**config.mk**
```make
export PLATFORM = sky130hd
export DESIGN_NAME = axi_nsaid_tagger
export DESIGN_NICKNAME = d
export VERILOG_FILES = /design/src/rtl/axi_nsaid_tagger.sv
export SDC_FILE = /design/constraint.sdc
export NUM_CORES = 1
export LEC_CHECK = 0
export ABC_AREA = 1
export CORE_AREA = 2 2 195 197
export CTS_CLUSTER_DIAMETER = 50
export DETAILED_ROUTE_END_ITERATION = 12
export DIE_AREA = 0 0 197 199
export PLACE_DENSITY = 0.35
export SYNTH_ARGS = -nofsm -noshare
export SYNTH_HDL_FRONTEND = slang
export SYNTH_SLANG_ARGS = --single-unit
```
**constraint.sdc**
```tcl
create_clock -name clk_i -period 4.8 [get_ports clk_i]
set_input_delay 0.48 -clock clk_i [delete_from_list [all_inputs] [get_ports clk_i]]
set_output_delay 0.48 -clock clk_i [all_outputs]
set_load 0.005 [all_outputs]
```
**src/rtl/axi_nsaid_tagger.sv**
```systemverilog
// AXI NSAID tagger: passes a non-CPU master's AXI traffic through to the IOPMP, stamps AW/AR with
// the active non-secure agent ID, limits outstanding transactions and switches IDs only when quiescent.
package axi_nsaid_pkg;
    localparam int unsigned AddrW  = 32;
    localparam int unsigned DataW  = 32;
    localparam int unsigned IdW    = 4;
    localparam int unsigned UserW  = 1;
    localparam int unsigned NsaidW = 4;

    typedef struct packed {
        logic [IdW-1:0]   id;
        logic [AddrW-1:0] addr;
        logic [7:0]       len;
        logic [2:0]       size;
        logic [1:0]       burst;
        logic             lock;
        logic [3:0]       cache;
        logic [2:0]       prot;
        logic [3:0]       qos;
        logic [3:0]       region;
        logic [5:0]       atop;
        logic [UserW-1:0] user;
    } aw_chan_t;

    typedef struct packed {
        logic [IdW-1:0]    id;
        logic [AddrW-1:0]  addr;
        logic [7:0]        len;
        logic [2:0]        size;
        logic [1:0]        burst;
        logic              lock;
        logic [3:0]        cache;
        logic [2:0]        prot;
        logic [3:0]        qos;
        logic [3:0]        region;
        logic [5:0]        atop;
        logic [UserW-1:0]  user;
        logic [NsaidW-1:0] nsaid;
    } aw_nsaid_chan_t;

    typedef struct packed {
        logic [IdW-1:0]   id;
        logic [AddrW-1:0] addr;
        logic [7:0]       len;
        logic [2:0]       size;
        logic [1:0]       burst;
        logic             lock;
        logic [3:0]       cache;
        logic [2:0]       prot;
        logic [3:0]       qos;
        logic [3:0]       region;
        logic [UserW-1:0] user;
    } ar_chan_t;

    typedef struct packed {
        logic [IdW-1:0]    id;
        logic [AddrW-1:0]  addr;
        logic [7:0]        len;
        logic [2:0]        size;
        logic [1:0]        burst;
        logic              lock;
        logic [3:0]        cache;
        logic [2:0]        prot;
        logic [3:0]        qos;
        logic [3:0]        region;
        logic [UserW-1:0]  user;
        logic [NsaidW-1:0] nsaid;
    } ar_nsaid_chan_t;

    typedef struct packed {
        logic [DataW-1:0]   data;
        logic [DataW/8-1:0] strb;
        logic               last;
        logic [UserW-1:0]   user;
    } w_chan_t;

    typedef struct packed {
        logic [IdW-1:0]   id;
        logic [1:0]       resp;
        logic [UserW-1:0] user;
    } b_chan_t;

    typedef struct packed {
        logic [IdW-1:0]   id;
        logic [DataW-1:0] data;
        logic [1:0]       resp;
        logic             last;
        logic [UserW-1:0] user;
    } r_chan_t;

    typedef struct packed {
        aw_chan_t aw;
        logic     aw_valid;
        w_chan_t  w;
        logic     w_valid;
        logic     b_ready;
        ar_chan_t ar;
        logic     ar_valid;
        logic     r_ready;
    } req_t;

    typedef struct packed {
        aw_nsaid_chan_t aw;
        logic           aw_valid;
        w_chan_t        w;
        logic           w_valid;
        logic           b_ready;
        ar_nsaid_chan_t ar;
        logic           ar_valid;
        logic           r_ready;
    } req_nsaid_t;

    typedef struct packed {
        logic    aw_ready;
        logic    ar_ready;
        logic    w_ready;
        logic    b_valid;
        b_chan_t b;
        logic    r_valid;
        r_chan_t r;
    } resp_t;
endpackage

module axi_nsaid_tagger #(
    parameter int unsigned            NsaidWidth = 4,
    parameter int unsigned            MaxTxns    = 8,
    parameter logic [NsaidWidth-1:0]  ResetNsaid = '0,
    parameter type                    slv_req_t  = axi_nsaid_pkg::req_t,
    parameter type                    mst_req_t  = axi_nsaid_pkg::req_nsaid_t,
    parameter type                    resp_t     = axi_nsaid_pkg::resp_t,
    localparam int unsigned           CntW       = $clog2(MaxTxns + 1)
) (
    input  logic                  clk_i,
    input  logic                  rst_ni,
    input  slv_req_t              slv_req_i,
    output resp_t                 slv_resp_o,
    output mst_req_t              mst_req_o,
    input  resp_t                 mst_resp_i,
    input  logic                  cfg_valid_i,
    input  logic [NsaidWidth-1:0] cfg_nsaid_i,
    output logic                  cfg_busy_o,
    output logic [NsaidWidth-1:0] nsaid_o,
    output logic [CntW-1:0]       wr_cnt_o,
    output logic [CntW-1:0]       rd_cnt_o
);
    localparam logic [CntW-1:0] MaxCnt = CntW'(MaxTxns);

    typedef enum logic {StRun = 1'b0, StDrain = 1'b1} state_e;

    state_e                r_state;
    state_e                w_state_nxt;
    logic [NsaidWidth-1:0] r_nsaid;
    logic [NsaidWidth-1:0] r_nsaid_pend;
    logic [CntW-1:0]       r_wr_cnt;
    logic [CntW-1:0]       r_rd_cnt;
    logic                  r_aw_pend;
    logic                  r_ar_pend;

    logic w_drain;
    logic w_quiet;
    logic w_aw_atomic;
    logic w_rd_full_aw;
    logic w_aw_block;
    logic w_ar_block;
    logic w_mst_aw_valid;
    logic w_mst_ar_valid;
    logic w_aw_hs;
    logic w_ar_hs;
    logic w_b_hs;
    logic w_r_last_hs;
    logic [1:0] w_rd_inc;

    // Saturating count update; clamps at both ends so the counter can never wrap.
    function automatic logic [CntW-1:0] sat_cnt(input logic [CntW-1:0] cnt,
                                                input logic [1:0]      inc,
                                                input logic            dec);
        logic [CntW+1:0] v;
        v = {2'b00, cnt} + {{CntW{1'b0}}, inc};
        if (dec) begin
            v = (v == '0) ? '0 : v - (CntW+2)'(1);
        end
        if (v > {2'b00, MaxCnt}) begin
            v = {2'b00, MaxCnt};
        end
        return v[CntW-1:0];
    endfunction

    assign w_aw_atomic  = slv_req_i.aw.atop[5];
    // An atomic AW needs two read slots, since an AR may be accepted in the same cycle.
    assign w_rd_full_aw = w_aw_atomic ? (({1'b0, r_rd_cnt} + (CntW+1)'(2)) > {1'b0, MaxCnt})
                                      : (r_rd_cnt == MaxCnt);
    assign w_aw_block   = !r_aw_pend && (w_drain || (r_wr_cnt == MaxCnt) || w_rd_full_aw);
    assign w_ar_block   = !r_ar_pend && (w_drain || (r_rd_cnt == MaxCnt));

    assign w_mst_aw_valid = slv_req_i.aw_valid && !w_aw_block;
    assign w_mst_ar_valid = slv_req_i.ar_valid && !w_ar_block;
    assign w_aw_hs        = w_mst_aw_valid && mst_resp_i.aw_ready;
    assign w_ar_hs        = w_mst_ar_valid && mst_resp_i.ar_ready;
    assign w_b_hs         = mst_resp_i.b_valid && slv_req_i.b_ready;
    assign w_r_last_hs    = mst_resp_i.r_valid && slv_req_i.r_ready && mst_resp_i.r.last;
    assign w_rd_inc       = {1'b0, w_ar_hs} + {1'b0, w_aw_hs && w_aw_atomic};
    assign w_quiet        = (r_wr_cnt == '0) && (r_rd_cnt == '0) && !r_aw_pend && !r_ar_pend;

    always_comb begin
        mst_req_o           = '0;
        mst_req_o.aw.id     = slv_req_i.aw.id;
        mst_req_o.aw.addr   = slv_req_i.aw.addr;
        mst_req_o.aw.len    = slv_req_i.aw.len;
        mst_req_o.aw.size   = slv_req_i.aw.size;
        mst_req_o.aw.burst  = slv_req_i.aw.burst;
        mst_req_o.aw.lock   = slv_req_i.aw.lock;
        mst_req_o.aw.cache  = slv_req_i.aw.cache;
        mst_req_o.aw.prot   = slv_req_i.aw.prot;
        mst_req_o.aw.qos    = slv_req_i.aw.qos;
        mst_req_o.aw.region = slv_req_i.aw.region;
        mst_req_o.aw.atop   = slv_req_i.aw.atop;
        mst_req_o.aw.user   = slv_req_i.aw.user;
        mst_req_o.aw.nsaid  = r_nsaid;
        mst_req_o.aw_valid  = w_mst_aw_valid;
        mst_req_o.w         = slv_req_i.w;
        mst_req_o.w_valid   = slv_req_i.w_valid;
        mst_req_o.b_ready   = slv_req_i.b_ready;
        mst_req_o.ar.id     = slv_req_i.ar.id;
        mst_req_o.ar.addr   = slv_req_i.ar.addr;
        mst_req_o.ar.len    = slv_req_i.ar.len;
        mst_req_o.ar.size   = slv_req_i.ar.size;
        mst_req_o.ar.burst  = slv_req_i.ar.burst;
        mst_req_o.ar.lock   = slv_req_i.ar.lock;
        mst_req_o.ar.cache  = slv_req_i.ar.cache;
        mst_req_o.ar.prot   = slv_req_i.ar.prot;
        mst_req_o.ar.qos    = slv_req_i.ar.qos;
        mst_req_o.ar.region = slv_req_i.ar.region;
        mst_req_o.ar.user   = slv_req_i.ar.user;
        mst_req_o.ar.nsaid  = r_nsaid;
        mst_req_o.ar_valid  = w_mst_ar_valid;
        mst_req_o.r_ready   = slv_req_i.r_ready;
    end

    always_comb begin
        slv_resp_o          = mst_resp_i;
        slv_resp_o.aw_ready = mst_resp_i.aw_ready && !w_aw_block;
        slv_resp_o.ar_ready = mst_resp_i.ar_ready && !w_ar_block;
    end

    always_ff @(posedge clk_i or negedge rst_ni) begin
        if (!rst_ni) begin
            r_state <= StRun;
        end else begin
            r_state <= w_state_nxt;
        end
    end

    always_comb begin
        w_state_nxt = r_state;
        case (r_state)
            StRun:   if (cfg_valid_i) w_state_nxt = StDrain;
            StDrain: if (w_quiet)     w_state_nxt = StRun;
            default: w_state_nxt = StRun;
        endcase
    end

    always_comb begin
        w_drain    = (r_state == StDrain);
        cfg_busy_o = w_drain;
    end

    // A request arriving on the very cycle the drain completes goes straight into the active ID.
    always_ff @(posedge clk_i or negedge rst_ni) begin
        if (!rst_ni) begin
            r_nsaid   <= ResetNsaid;
            r_wr_cnt  <= '0;
            r_rd_cnt  <= '0;
            r_aw_pend <= 1'b0;
            r_ar_pend <= 1'b0;
        end else begin
            if (w_drain && w_quiet) begin
                r_nsaid <= cfg_valid_i ? cfg_nsaid_i : r_nsaid_pend;
            end
            r_wr_cnt <= sat_cnt(r_wr_cnt, {1'b0, w_aw_hs}, w_b_hs);
            r_rd_cnt <= sat_cnt(r_rd_cnt, w_rd_inc, w_r_last_hs);
            if (w_aw_hs) begin
                r_aw_pend <= 1'b0;
            end else if (w_mst_aw_valid) begin
                r_aw_pend <= 1'b1;
            end
            if (w_ar_hs) begin
                r_ar_pend <= 1'b0;
            end else if (w_mst_ar_valid) begin
                r_ar_pend <= 1'b1;
            end
        end
    end

    always_ff @(posedge clk_i) begin
        if (cfg_valid_i) begin
            r_nsaid_pend <= cfg_nsaid_i;
        end
    end

    assign nsaid_o  = r_nsaid;
    assign wr_cnt_o = r_wr_cnt;
    assign rd_cnt_o = r_rd_cnt;

    // A response with nothing outstanding means the master or IOPMP broke the protocol.
    a_wr_underflow: assert property (@(posedge clk_i) disable iff (!rst_ni)
        !(w_b_hs && !w_aw_hs && (r_wr_cnt == '0)));
    a_rd_underflow: assert property (@(posedge clk_i) disable iff (!rst_ni)
        !(w_r_last_hs && (w_rd_inc == 2'd0) && (r_rd_cnt == '0)));
endmodule

```
* After elaboration in Yosys (flattened, before gate mapping)
Index checks and enable logic that the tools add are counted.
** Storage, ports and cells
- Bits in registers :: 19
- Bits of input ports :: 240
- Output and inout port bits :: 254
- Word-level logic and storage cells :: 63
** Operators by class
- Add/subtract/negate cells :: 6
- Magnitude comparators :: 3
- Eq/ne operators :: 2
- Multiplexer cells :: 15
- Bitwise gates (word level) :: 1
- Reduce and logical (&&, ||, !) cells :: 29
** Operators with widths (number)
- 6-bit 2-to-1 mux :: 4
- 1-bit logical AND :: 16
- 6-bit by 4-bit greater-than comparator with 1-bit output (second input constant) :: 2
- 6-bit logical NOT :: 2
- 4-bit 2-to-1 mux :: 3
- 5-bit by 1-bit subtractor with 6-bit output (second input constant) :: 2
- 4-bit == test (second input constant) :: 2
- 4-bit logical NOT :: 2
- 1-bit 2-to-1 mux :: 7
- 4-bit by 1-bit adder with 5-bit output :: 1
- 4-bit by 2-bit adder with 5-bit output :: 1
- 4-bit by 2-bit adder with 5-bit output (second input constant) :: 1
- 5-bit by 4-bit greater-than comparator with 1-bit output (second input constant) :: 1
- 1-bit logical NOT :: 4
- 2-bit nonzero test :: 2
- 1-bit logical OR :: 3
- 1-bit by 1-bit adder with 2-bit output :: 1
- 1-bit case mux with 2 select lines :: 1
- 1-bit NOT :: 1

* Longest topological paths before layout
- Depth in word-level cells :: 16
- Gate-level depth with buffers :: 24
- Gate-level depth less buffers :: 24

* Worst setup path after synthesis
OpenSTA, ideal clock, no wires.
- Path type :: reg2reg
- Start :: register r_rd_cnt[1], in the netlist rd_cnt_o[1]
- End :: register r_rd_cnt[1], in the netlist rd_cnt_o[1]
- Library setup time :: 0.063 ns
- Arrival time :: 2.915 ns
- Required time :: 4.737 ns
- Path slack :: 1.822 ns
- Cell stages (with the launch flop) :: 19
- Buffers on the path :: 0
- Period minus slack after synthesis :: 2.978 ns
- Cells stage by stage :: dfrtp_1 -> ha_1 -> nor2_1 -> o21ai_0 -> nand2_1 -> nand3_1 -> nand2_1 -> nand2_1 -> nor2_1 -> nand2_1 -> fa_1 -> inv_1 -> ha_1 -> inv_1 -> ha_1 -> or2_2 -> o21ai_0 -> nand3_1 -> inv_1
** Between the ends
- Longest elaborated chain between the ends :: 16
- Elaborated cells on any way between the ends :: 23
- Those cells by class :: add/sub (4); order compare (2); eq/ne (1); mux (4); reduce/logical (12)
** RTL lines
- from (decl) :: RTL line 155 : logic [CntW-1:0] r_rd_cnt;
- from (signal assigned) :: RTL line 280 : r_rd_cnt <= sat_cnt(r_rd_cnt, w_rd_inc, w_r_last_hs);
- 4-bit by 2-bit adder with 5-bit output :: RTL line 190 : assign w_rd_full_aw = w_aw_atomic ? (({1'b0, r_rd_cnt} + (CntW+1)'(2)) > {1'b0, MaxCnt})
- 5-bit by 4-bit greater-than comparator with 1-bit output :: RTL line 190
- 1-bit 2-to-1 mux :: RTL line 190
- 1-bit logical OR :: RTL line 192 : assign w_aw_block = !r_aw_pend && (w_drain || (r_wr_cnt == MaxCnt) || w_rd_full_aw);
- 1-bit logical AND :: RTL line 192
- 1-bit logical NOT :: RTL line 195 : assign w_mst_aw_valid = slv_req_i.aw_valid && !w_aw_block;
- 1-bit logical AND :: RTL line 195
- 1-bit logical AND :: RTL line 197 : assign w_aw_hs = w_mst_aw_valid && mst_resp_i.aw_ready;
- 1-bit logical AND :: RTL line 201 : assign w_rd_inc = {1'b0, w_ar_hs} + {1'b0, w_aw_hs && w_aw_atomic};
- 1-bit by 1-bit adder with 2-bit output :: RTL line 201
- 4-bit by 2-bit adder with 5-bit output * :: RTL line 178 : v = {2'b00, cnt} + {{CntW{1'b0}}, inc};
- 5-bit by 1-bit subtractor with 6-bit output / 6-bit logical NOT (equally long branches) :: RTL line 180 : v = (v == '0) ? '0 : v - (CntW+2)'(1);
- 6-bit 2-to-1 mux :: RTL line 180
- 6-bit 2-to-1 mux * :: RTL line 179 : if (dec) begin
- 6-bit by 4-bit greater-than comparator with 1-bit output :: RTL line 182 : if (v > {2'b00, MaxCnt}) begin
- 4-bit 2-to-1 mux * :: RTL line 182
Every way passes the cells marked *; elsewhere a longest branch is shown, timed or not.
A chain may end at the register's enable or synchronous reset.

* Worst setup path after layout
Ends and elaborated chain as after synthesis.

==> reports/qor.csv <==
stage,metric,value,unit
final_layout,cell area after layout,0.00251,mm^2
synthesis,top cell type's share of synthesized area,0.569,
final_layout,Final #Nets,493,
routing,DRT antenna net count,0,
synthesis,Synth area leader,buf_4,
floorplan,Die Height,199,um
placement,placed instance area,0.00243,mm^2
setup_path,buffer and inverter count on the worst path,3,
floorplan,site row count,71,
sta,Worst-Margin Slew,875,ps
routing,via count,1755,
placement,DP HPWL,9.19,mm
setup_path,endpoint class of the critical path,flip-flop,
grt,grt ovf,0,
synthesis,Post-synth ARST share,0.789,
setup_path,CP Class,flip-flop to flip-flop,
power,power per cell area,459,mW/mm^2
placement,Final Wtd Congestion,0.763,
setup_path,Worst R2R Path Depth,18,
setup_path,CP Max Fanout,7,
sta,Worst Skew,9.01,ps
worst_hold_path,Hold Path Class,flip-flop to flip-flop,
setup_path,Top delay family on crit path,adder cells,
sta,Final Worst Setup Slack,1440,ps
grt,gr busiest metal,met2,
synthesis,cells after synthesis,429,
synthesis,post-synth net total,679,
floorplan,Core Region,0.0371,mm^2
sta,Setup TNS,0,ps
setup_path,crit-path max cell delay,480,ps
final_layout,share of cells above drive strength 1,0.0826,
final_layout,area delta synth->final,-20.5,%
setup_path,Worst Path Arrival,3560,ps
sta,Tmin final,3360,ps
setup_path,Crit path top cell by count,nand2_1,
clocking,clock latency on the worst-skew pair,260,ps
clocking,post_cts resized,0,
run_status,status,finished clean,
grt,grt met3 use,0.0370,
sta,final period utilization,0.700,
setup_path,"Req. time, crit path",5010,ps
routing,final wirelength,10.8,mm
synthesis,Mean Syn Cell Area,7.34,um^2
clocking,CTS tree,done,
synthesis,most frequent cells after synthesis,"buf_4, nand2_1, inv_1",
power,leakage,0.978,nW
synthesis,Ys Warns,0,
clocking,Post-CTS Setup Inserts,0,
setup_path,worst path cell trace,ha_1 > nor2_1 > o21ai_0 > nand2_1 > nand3_1 > nand2_1 > nand2_1 > nor2_1 > nand2_1 > fa_1 > inv_1 > ha_1 > inv_1 > ha_1 > or2_2 > o21ai_0 > nand3_1 > inv_1,
grt,vias in the first global route,1844,
floorplan,Initial Utilization,0.0848,
clocking,clk slew on worst S/H paths,60,ps
placement,pre-CTS worst setup slack,1290,ps
sta,Rel. slew slack,0.415,
setup_path,Critical Path Start Type,flip-flop,
clocking,clk root buf,clkbuf_16,
power,maximum vdd drop,0.0659,mV
clocking,H-tree depth,1,
sta,final setup fails,0,
final_layout,ANT cells,0,
synthesis,Yosys reg bits,19,
routing,1st-iter DRT viols,96,
routing,# DRC,0,
floorplan,Die ar.,0.0392,mm^2
synthesis,ys flop type,dfrtp_1,
setup_path,slowest CP cell,dfrtp_1,
floorplan,# IOs,494,
grt,Tot GR Track Use,0.0518,
synthesis,post-synth cell types,29,
routing,WL/cell,15.0,um
clocking,Clock Sinks,19,
synthesis,"count leader, synth",buf_4,
setup_path,Reg2Reg Setup Slack,1440,ps
worst_hold_path,worst hold start,r_nsaid_pend[2]$_DFF_P_,
synthesis,synthesized area,0.00315,mm^2
clocking,clock tree buffer depth,2,
synthesis,Area contributors post-synth,"buf_4, dfrtp_1, nand2_1",
sta,final hold slack,441,ps
grt,initial antenna violation count,0,
flow_run,max_cap viols,0,
sta,"Slew Viols, Final",0,
setup_path,RR Startpoint,rd_cnt_o[1]$_DFF_PN0_,
placement,IO Port Bufs,47,
grt,GRT met1 Usage,0.0383,
grt,met2 Use GR,0.0787,
setup_path,Worst R2R End,rd_cnt_o[1]$_DFF_PN0_,
worst_hold_path,"Endpoint, Worst Hold",r_nsaid_pend[2]$_DFF_P_,
power,overall power,1.15,mW
sta,f_max,0.298,GHz
worst_hold_path,hold depth,2,
grt,first-pass GRT wire length,13.8,mm
routing,DRT Pass-1 Iters,4,
routing,drt via density,2.45,
floorplan,Die Wd,197,um
clocking,hold_buf cts,0,
synthesis,Post-synth EDFFs,0,
grt,largest net degree at the start of global routing,16,
synthesis,register area share after synthesis,0.145,
sta,unrepaired setup endpoints after global routing,no,
clocking,total CTS buffers,3,
sta,Fin. Hold Viols,0,
==> final cells by class <==
type | count | area, um^2
clock buffer | 4 | 78.8
tap | 474 | 593
fill | 4382 | 34600
multi-input combinational | 138 | 777
inverter | 33 | 124
timing repair buffer | 48 | 478
sequential | 19 | 455
==> routing by layer <==
layer | vias up | wire (um)
met5 | - | 57
met4 | 2 | 1230
met3 | 139 | 2010
met2 | 213 | 4840
met1 | 689 | 2640
li1 | 712 | -
==> worst max path at each step <==
| stage | startpoint | slack (ps) | cells past startpoint | end |
|---|---|---|---|---|
| final | rd_cnt_o[1]$_DFF_PN0_ | 1440 | 18 | rd_cnt_o[1]$_DFF_PN0_ |
| after global routing | rd_cnt_o[1]$_DFF_PN0_ | 1110 | 23 | rd_cnt_o[2]$_DFF_PN0_ |
| after CTS | rd_cnt_o[1]$_DFF_PN0_ | 1430 | 18 | rd_cnt_o[1]$_DFF_PN0_ |
| after detailed placement | slv_req_i[115] | 1290 | 17 | rd_cnt_o[1]$_DFF_PN0_ |
| after global placement | slv_req_i[115] | 1330 | 17 | rd_cnt_o[1]$_DFF_PN0_ |
| after floorplan | rd_cnt_o[1]$_DFF_PN0_ | 1820 | 18 | rd_cnt_o[1]$_DFF_PN0_ |
==> cell families (layout without fill, tap and decap cells) <==
family / after synthesis / count (layout) / synth area share
flops: 19 / 19 / 0.145
fa+ha+maj: 10 / 10 / 0.0421
simple gates: 102 / 102 / 0.149
xor+xnor: 3 / 3 / 0.00834
mux: 4 / 4 / 0.0143
buf+inv: 272 / 85 / 0.609
compound gates: 19 / 19 / 0.0334
==> cell usage in the layout (no fill, tap or decap), types with 3 or more instances in the layout <==
master            n
nand4_1           3
ha_1              9
nor2_1           21
nand2_2           3
dfrtp_1          15
mux2_2            4
o21ai_0           6
xnor2_1           3
clkdlybuf4s50_1  47
inv_1            31
a21oi_1           8
dfxtp_1           4
nand3_1          13
nand2_1          52
clkbuf_16         3
==> tightest hold or removal path: stages (launching register included) <==
cell,delay [ps]
dfxtp_1,300
nand2_1,40
nand2_1,60
==> flip-flops by register name, summed over array words and instances (netlist names) <==
name / cells
cfg_busy_o: 1
rd_cnt_o: 4
r_nsaid_pend: 4
wr_cnt_o: 4
nsaid_o: 4
r_aw_pend: 1
r_ar_pend: 1
==> power by group <==
part	total (mW)	internal [mW]	switching, mW
registers	0.303	0.217	0.0861
logic	0.668	0.315	0.352
clock network	0.181	0.113	0.0672
==> through the flow <==
step / std cells / util
5_1_grt: 716 / 0.0675
6_report: 716 / 0.0675
3_3_place_gp: 712 / 0.0654
3_5_place_dp: 712 / 0.0654
2_1_floorplan: 429 / -
4_1_cts: 716 / 0.0675
Power figures use the tool's default switching activity.
